==> config.mk <==
export PLATFORM = sky130hd
export DESIGN_NAME = updown_load_counter
export DESIGN_NICKNAME = d
export VERILOG_FILES = /design/src/rtl/count_pkg.sv /design/src/rtl/counter_next.sv /design/src/rtl/updown_load_counter.sv
export SDC_FILE = /design/constraint.sdc
export NUM_CORES = 1
export LEC_CHECK = 0
export CORE_AREA = 2 2 39 41
export DETAILED_ROUTE_END_ITERATION = 8
export DIE_AREA = 0 0 41 43
export MAX_ROUTING_LAYER = met4
export SETUP_SLACK_MARGIN = 0.5
export SYNTH_ARGS = -nofsm -noshare
export SYNTH_HDL_FRONTEND = slang
export SYNTH_HIERARCHICAL = 1
export SYNTH_SLANG_ARGS = --single-unit
==> constraint.sdc <==
create_clock -name clk -period 1.8 [get_ports clk]
set_input_delay 0.18 -clock clk [delete_from_list [all_inputs] [get_ports clk]]
set_output_delay 0.18 -clock clk [all_outputs]
set_load 0.03 [all_outputs]
==> src/rtl/count_pkg.sv <==
// Shared width and value type for the loadable up/down counter.
package count_pkg;

  localparam int unsigned CNT_W = 4;

  typedef logic [CNT_W-1:0] cnt_t;

endpackage : count_pkg

==> src/rtl/counter_next.sv <==
// Combinational next-count: load takes din, otherwise step up or down modulo 2**WIDTH.
module counter_next #(
  parameter int unsigned WIDTH = 4
) (
  input  logic [WIDTH-1:0] count_i,
  input  logic             load_i,
  input  logic             up_down_i,
  input  logic [WIDTH-1:0] din_i,
  output logic [WIDTH-1:0] next_o
);

  localparam logic [WIDTH-1:0] One = WIDTH'(1);

  // Wrap-around falls out of the fixed-width add/subtract; no carry is kept.
  always_comb begin
    next_o = count_i;
    if (load_i) begin
      next_o = din_i;
    end else if (up_down_i) begin
      next_o = count_i + One;
    end else begin
      next_o = count_i - One;
    end
  end

endmodule : counter_next

==> src/rtl/updown_load_counter.sv <==
// Loadable up/down counter; rst_n is active-high and synchronous despite its name.
module updown_load_counter
  import count_pkg::*;
#(
  parameter int unsigned WIDTH = CNT_W
) (
  input  logic             clk,
  input  logic             rst_n,
  input  logic             load,
  input  logic             up_down,
  input  logic [WIDTH-1:0] din,
  output logic [WIDTH-1:0] count
);

  logic [WIDTH-1:0] count_q;
  logic [WIDTH-1:0] count_d;

  counter_next #(
    .WIDTH(WIDTH)
  ) u_counter_next (
    .count_i  (count_q),
    .load_i   (load),
    .up_down_i(up_down),
    .din_i    (din),
    .next_o   (count_d)
  );

  // Reset overrides the next-state path, so unknown inputs during reset never reach count_q.
  always_ff @(posedge clk) begin
    if (rst_n) begin
      count_q <= '0;
    end else begin
      count_q <= count_d;
    end
  end

  assign count = count_q;

endmodule : updown_load_counter

==> results.yml, run 1 <==
run_status:
  outcome: "finished, final reports clean"
synth:
  synth_largest_area_cell: "dfxtp_1"
  ys_seq_area_frac: 0.3351
  ys_seq_elements: 4
  synth_top_area_share: 0.3351
  syn_area_um2: 239.0
  syn-instance-count: 25
  yosys-top-cells-area: "dfxtp_1 34%, nor2b_1 16%, ha_1 10%, fa_1 8.4%, mux2_2 4.7%"
  synth_cell_types: 14
  syn-num-nets: 36
  ys_warn_count: 6
  syn_avg_cell_area_um2: 9.559
global_routing:
  overflow: 0
  grt_pass1_wl_um: 828
  grt_pass1_vias: 214
  grt_max_degree: 9
  grt_usage: 0.07392
  antenna_found_initial: 0
setup_path:
  r2r_start: "count[1]"
  crit_start: "count[1]"
  timing.critical_path.cells: "fa_1, mux2_2, nor2b_1"
  required_ns: 1.92
  reg2reg_depth: 3
  worstPathMaxFanout: 3
  end_kind: "flop"
  arrival_ns: 1.45
  cp-start-kind: "flop"
  cpMaxStageDelayCell: "fa_1"
  slowest_delay_ns: 0.49
  crit_type: "reg -> reg"
cts:
  htreeDepth: 1
  root_buffer: "clkbuf_4"
  cts_buffers: 3
  holdBufCountCts: 0
  cts_tree: "done"
  cts_max_path_buffers: 2
  clk_pin_slew_ns: 0.04
  clock_latency_ns: 0.23
  cts_num_sinks: 4
timing:
  fin_skew_ns: 0.003024
  finalSetupViolations: 0
  setup_ws_ns: 0.4606
  tns_ns: 0
  drv_slew: 0
  hold_viol: 0
  grt_setup_unrepaired: "yes"
  relSlewSlack: 0.8024
  min_period_ns: 1.339
  timing.fmax_mhz: 746.6
  fin_hold_ws_ns: 0.5687
  worst_slew_pin_slew_ns: 0.2976
  fin_crit_sh: 0.7441
job:
  maxCapViolCount: 0
placed_design:
  finalWeightedCongestion: 0.6639
  place_hpwl_um: 432.6
  dp.cells: 52
  dp_slack_ns: 0.04345
  portBuffers: 11
floorplan:
  dieArea_um2: 1763
  ios: 12
  die_h_um: 43
  core_area_um2: 1384
  die_x_um: 41
  rows: 14
  start_util: 0.1727
detailed_routing:
  totalWireLength_um: 501
  ant_nets: 0
  viasPerCell: 3.964
  wire_per_inst_um: 9.109
  drc: 0
  drt_iter0_markers: 0
  dr_total_vias: 218
  first_pass_iters: 1
cells_and_area:
  largest_reg_flops: 4
  final_cell_mix: "6 x nor2b_1, 6 x clkdlybuf4s50_1, 5 x dlygate4sd2_1"
  drive_gt1_frac: 0.2564
  area_growth_pct: 71.73
  instances_no_fill: 55
  final_nets: 52
  n_fill_cell: 148
  diodes: 0
power_and_ir_drop:
  vdd_drop_max_v: 0.0003197
  power_frac_clock: 0.343
  p_seq_frac: 0.341
  combPwrFrac: 0.316
  p_int_w: 0.0002259
  power_w: 0.0003169
  leakage_nw: 0.1679
  switching_share: 0.2870
  powerDensity_nw_per_um2: 772.1
  switchingPower_w: 0.00009094
worst_hold_path:
  worstHoldPathCells: 2
  min_from: "rst_n"
  min_path_type: "in -> reg"
==> per-stage QoR <==
| step | util | cell area (µm²) |
|---|---|---|
| after detailed placement | 0.2848 | 394.1 |
| final | 0.2966 | 410.4 |
| after global placement | 0.2848 | 394.1 |
| after CTS | 0.2966 | 410.4 |
| after global routing | 0.2966 | 410.4 |
| after floorplan | - | 264.0 |
==> cell usage after synthesis <==
cell type and number:
xor2_1 1, o21ai_0 2, a21oi_1 1, ha_1 2
xnor2_1 1, mux2_2 1, nand3_1 1, inv_1 1
fa_1 1, a311oi_1 1, dfxtp_1 4, nor2b_1 6
a211oi_1 1, nand2_1 2
==> layer usage <==
layer  GRT usage  wire length [µm]  vias up
met2     0.09688               258        8
met4     0.06000                 0        0
met1     0.09265               214       94
met5           -                 0        -
li1            -                 -      116
met3     0.01571                28        0
==> cell families (layout without fill, tap and decap cells) <==
logic type / Yosys count / after routing / synth area share
and+or+nand+nor: 9 / 9 / 0.2094
AOI/OAI and AO/OA: 5 / 5 / 0.1309
DFF: 4 / 4 / 0.3351
adders and majority gates: 3 / 3 / 0.1885
xor gates and xnor gates: 2 / 2 / 0.07331
muxes: 1 / 1 / 0.04712
buffers and inverters: 1 / 15 / 0.01569
==> cell type report <==
cell class	instances	area, µm²	share of cell area
clock buffer	3	22.52	0.05488
inverter	1	3.754	0.009146
multi-input combinational	20	171.4	0.4177
sequential	4	88.84	0.2165
tap	16	20.02	0.04878
timing repair buffer	11	103.9	0.2530
==> power groups by stage <==
stage                     Sequential [W]  Combinational, W  Clock [W]
final                           0.000108          0.000100   0.000109
after global routing            0.000110          0.000110   0.000122
after CTS                       0.000108          0.000102   0.000115
after detailed placement        0.000110          0.000107          0
after global placement          0.000110          0.000105          0
after floorplan                 0.000127         0.0000448          0
==> final timing paths <==
path | end | slack (ns)
worst max-delay path | count[1] | 0.46
worst min-delay path | count[3] | 0.57
worst max register to register | count[1] | 0.46
worst min register to register | count[0] | 0.58
==> timing repair <==
action,in CTS,in global routing
gates cloned,0,0
pin swaps,1,0
buffers inserted,0,0
gates resized for setup,6,0
endpoints found under the setup margin,7,3
==> critical path: cells and delay by family (launching register included) <==
family | cells | cell delay, ns
adder cells (fa/ha/maj) | 1 | 0.49
flip-flops | 1 | 0.34
multiplexers | 1 | 0.27
AND/OR/NAND/NOR | 1 | 0.12
(Power assumes the default switching activity.)
==> run 2: changes to the inputs <==
==> constraint.sdc (replaced) <==
create_clock -name clk -period 1.1 [get_ports clk]
set_input_delay 0.11 -clock clk [delete_from_list [all_inputs] [get_ports clk]]
set_output_delay 0.11 -clock clk [all_outputs]
set_load 0.03 [all_outputs]
==> run 2 against run 1 <==
  * Wire length is 13% higher
  * Highest routed layer unchanged
  * Core utilization is 9.1 points higher
  * Non-clock buffer count is 7 higher
  * Final cell count is 13% higher
  * The run now ends with setup timing left
  * Critical path depth stayed put
  * Clock power is 60% higher
  * Combinational power grew to 2.6 times the previous value
  * Maximum frequency is 1.3% higher
  * Register-to-register slack worse by 0.68 ns
  * Critical path type unchanged
  * Sequential power is 68% higher
  * First-iteration DRC count is 1 higher
  * Clock-buffer cell count stayed put
==> results.yml, run 2 (same netlist as run 1, synthesis figures left out) <==
run_status:
  outcome: "finished, violations left"
  failed_checks: "setup timing"
detailed_routing:
  drt_iter0_markers: 1
  first_pass_iters: 3
  drc: 0
  viasPerCell: 4.016
  ant_nets: 0
  wire_per_inst_um: 9.129
  totalWireLength_um: 566
  dr_total_vias: 249
global_routing:
  grt_pass1_vias: 256
  grt_pass1_wl_um: 959
  overflow: 0
  grt_max_degree: 6
  grt_usage: 0.08539
  antenna_found_initial: 0
setup_path:
  crit_type: "reg -> reg"
  crit_buf_inv: 0
  path_delay_family: "adder cells"
  worstPathMaxFanout: 3
  timing.critical_path.cells: "fa_2, mux2_4, nor2b_1"
  required_ns: 1.21
  cpMaxStageDelayCell: "fa_2"
  path_depth: 3
  cp-start-kind: "flop"
  slowest_delay_ns: 0.46
  arrival_ns: 1.43
  end_kind: "flop"
  reg2reg_depth: 3
power_and_ir_drop:
  leakage_nw: 0.2263
  power_w: 0.0006184
  vdd_drop_max_v: 0.0004669
  powerDensity_nw_per_um2: 1152
timing:
  finalSetupViolations: 3
  drv_slew: 0
  min_period_ns: 1.322
  fin_skew_ns: 0.002456
  timing.fmax_mhz: 756.5
  worst_slew_pin_slew_ns: 0.2245
  grt_setup_unrepaired: "yes"
  setup_ws_ns: -0.2218
  fin_crit_sh: 1.202
  hold_viol: 0
  tns_ns: -0.4545
  relSlewSlack: 0.8493
placed_design:
  place_hpwl_um: 430.3
  portBuffers: 11
  dp.cells: 57
  finalWeightedCongestion: 0.6908
cells_and_area:
  diodes: 0
  drive_gt1_frac: 0.5870
  final_common_cell: "buf_6"
  area_growth_pct: 124.6
  final_nets: 59
  largest_reg_flops: 4
  instances_no_fill: 62
  final_cell_mix: "9 x buf_6, 5 x nor2b_1, 5 x clkdlybuf4s50_1"
floorplan:
  dieArea_um2: 1763
  core_area_um2: 1384
  start_util: 0.1727
  die_h_um: 43
  ios: 12
  rows: 14
  die_x_um: 41
cts:
  cts_max_path_buffers: 2
  clk_pin_slew_ns: 0.03
  cts_num_sinks: 4
  cts_tree: "done"
  root_buffer: "clkbuf_4"
  clock_latency_ns: 0.23
  holdBufCountCts: 0
  cts_buffers: 3
  htreeDepth: 1
worst_hold_path:
  worstHoldPathCells: 3
  min_path_type: "in -> reg"
job:
  maxCapViolCount: 0
[run 2: per-layer routing]
metal	GRT usage	vias up	wire (µm)
met3	0.01571	0	36
met5	-	-	0
met1	0.09968	110	220
met4	0.08000	0	0
met2	0.1156	8	310
li1	-	131	-
[run 2: metrics by stage]
stage / hold WS, ns / setup slack (ns) / util / area, µm²
floorplan: 0.1719 / -0.2077 / - / 264.0
global placement: 0.5670 / -0.5732 / 0.3047 / 421.7
detailed placement: 0.5682 / -0.5681 / 0.3047 / 421.7
CTS: 0.5027 / -0.1942 / 0.3472 / 480.5
global route: 0.4532 / -0.2847 / 0.3879 / 536.8
finish: 0.3987 / -0.2218 / 0.3879 / 536.8
[run 2: power breakdown]
group | switching (W) | internal, W | total (W)
clock | 0.0000524 | 0.000121 | 0.000174
combinational | 0.000102 | 0.000161 | 0.000264
sequential | 0.0000175 | 0.000163 | 0.000181
total | 0.000172 | 0.000446 | 0.000618
[run 2: repair_timing]
item | CTS | global route
gates resized for setup | 12 | 9
pin swaps | 3 | 5
endpoints found under the setup margin | 8 | 8
setup buffers | 1 | 1
[run 2: cell type report]
class,count,area (µm²)
inverter,1,3.754
multi-input combinational,20,212.7
timing repair buffer,18,187.7
sequential,4,90.09
clock buffer,3,22.52
fill,152,847.1
tap,16,20.02
[run 2: path summary, 6_finish.rpt]
check | start | to | slack, ns
hold reg to reg | count[0] | count[0] | 0.67
hold / removal | load | count[1] | 0.40
setup / recovery | count[1] | count[1] | -0.22
setup reg to reg | count[1] | count[1] | -0.22
[run 2: worst register-to-register path, cell delays in order, from the launching register on]
cell     delay [ns]
dfxtp_4        0.36
fa_2           0.46
mux2_4         0.27
nor2b_1        0.12
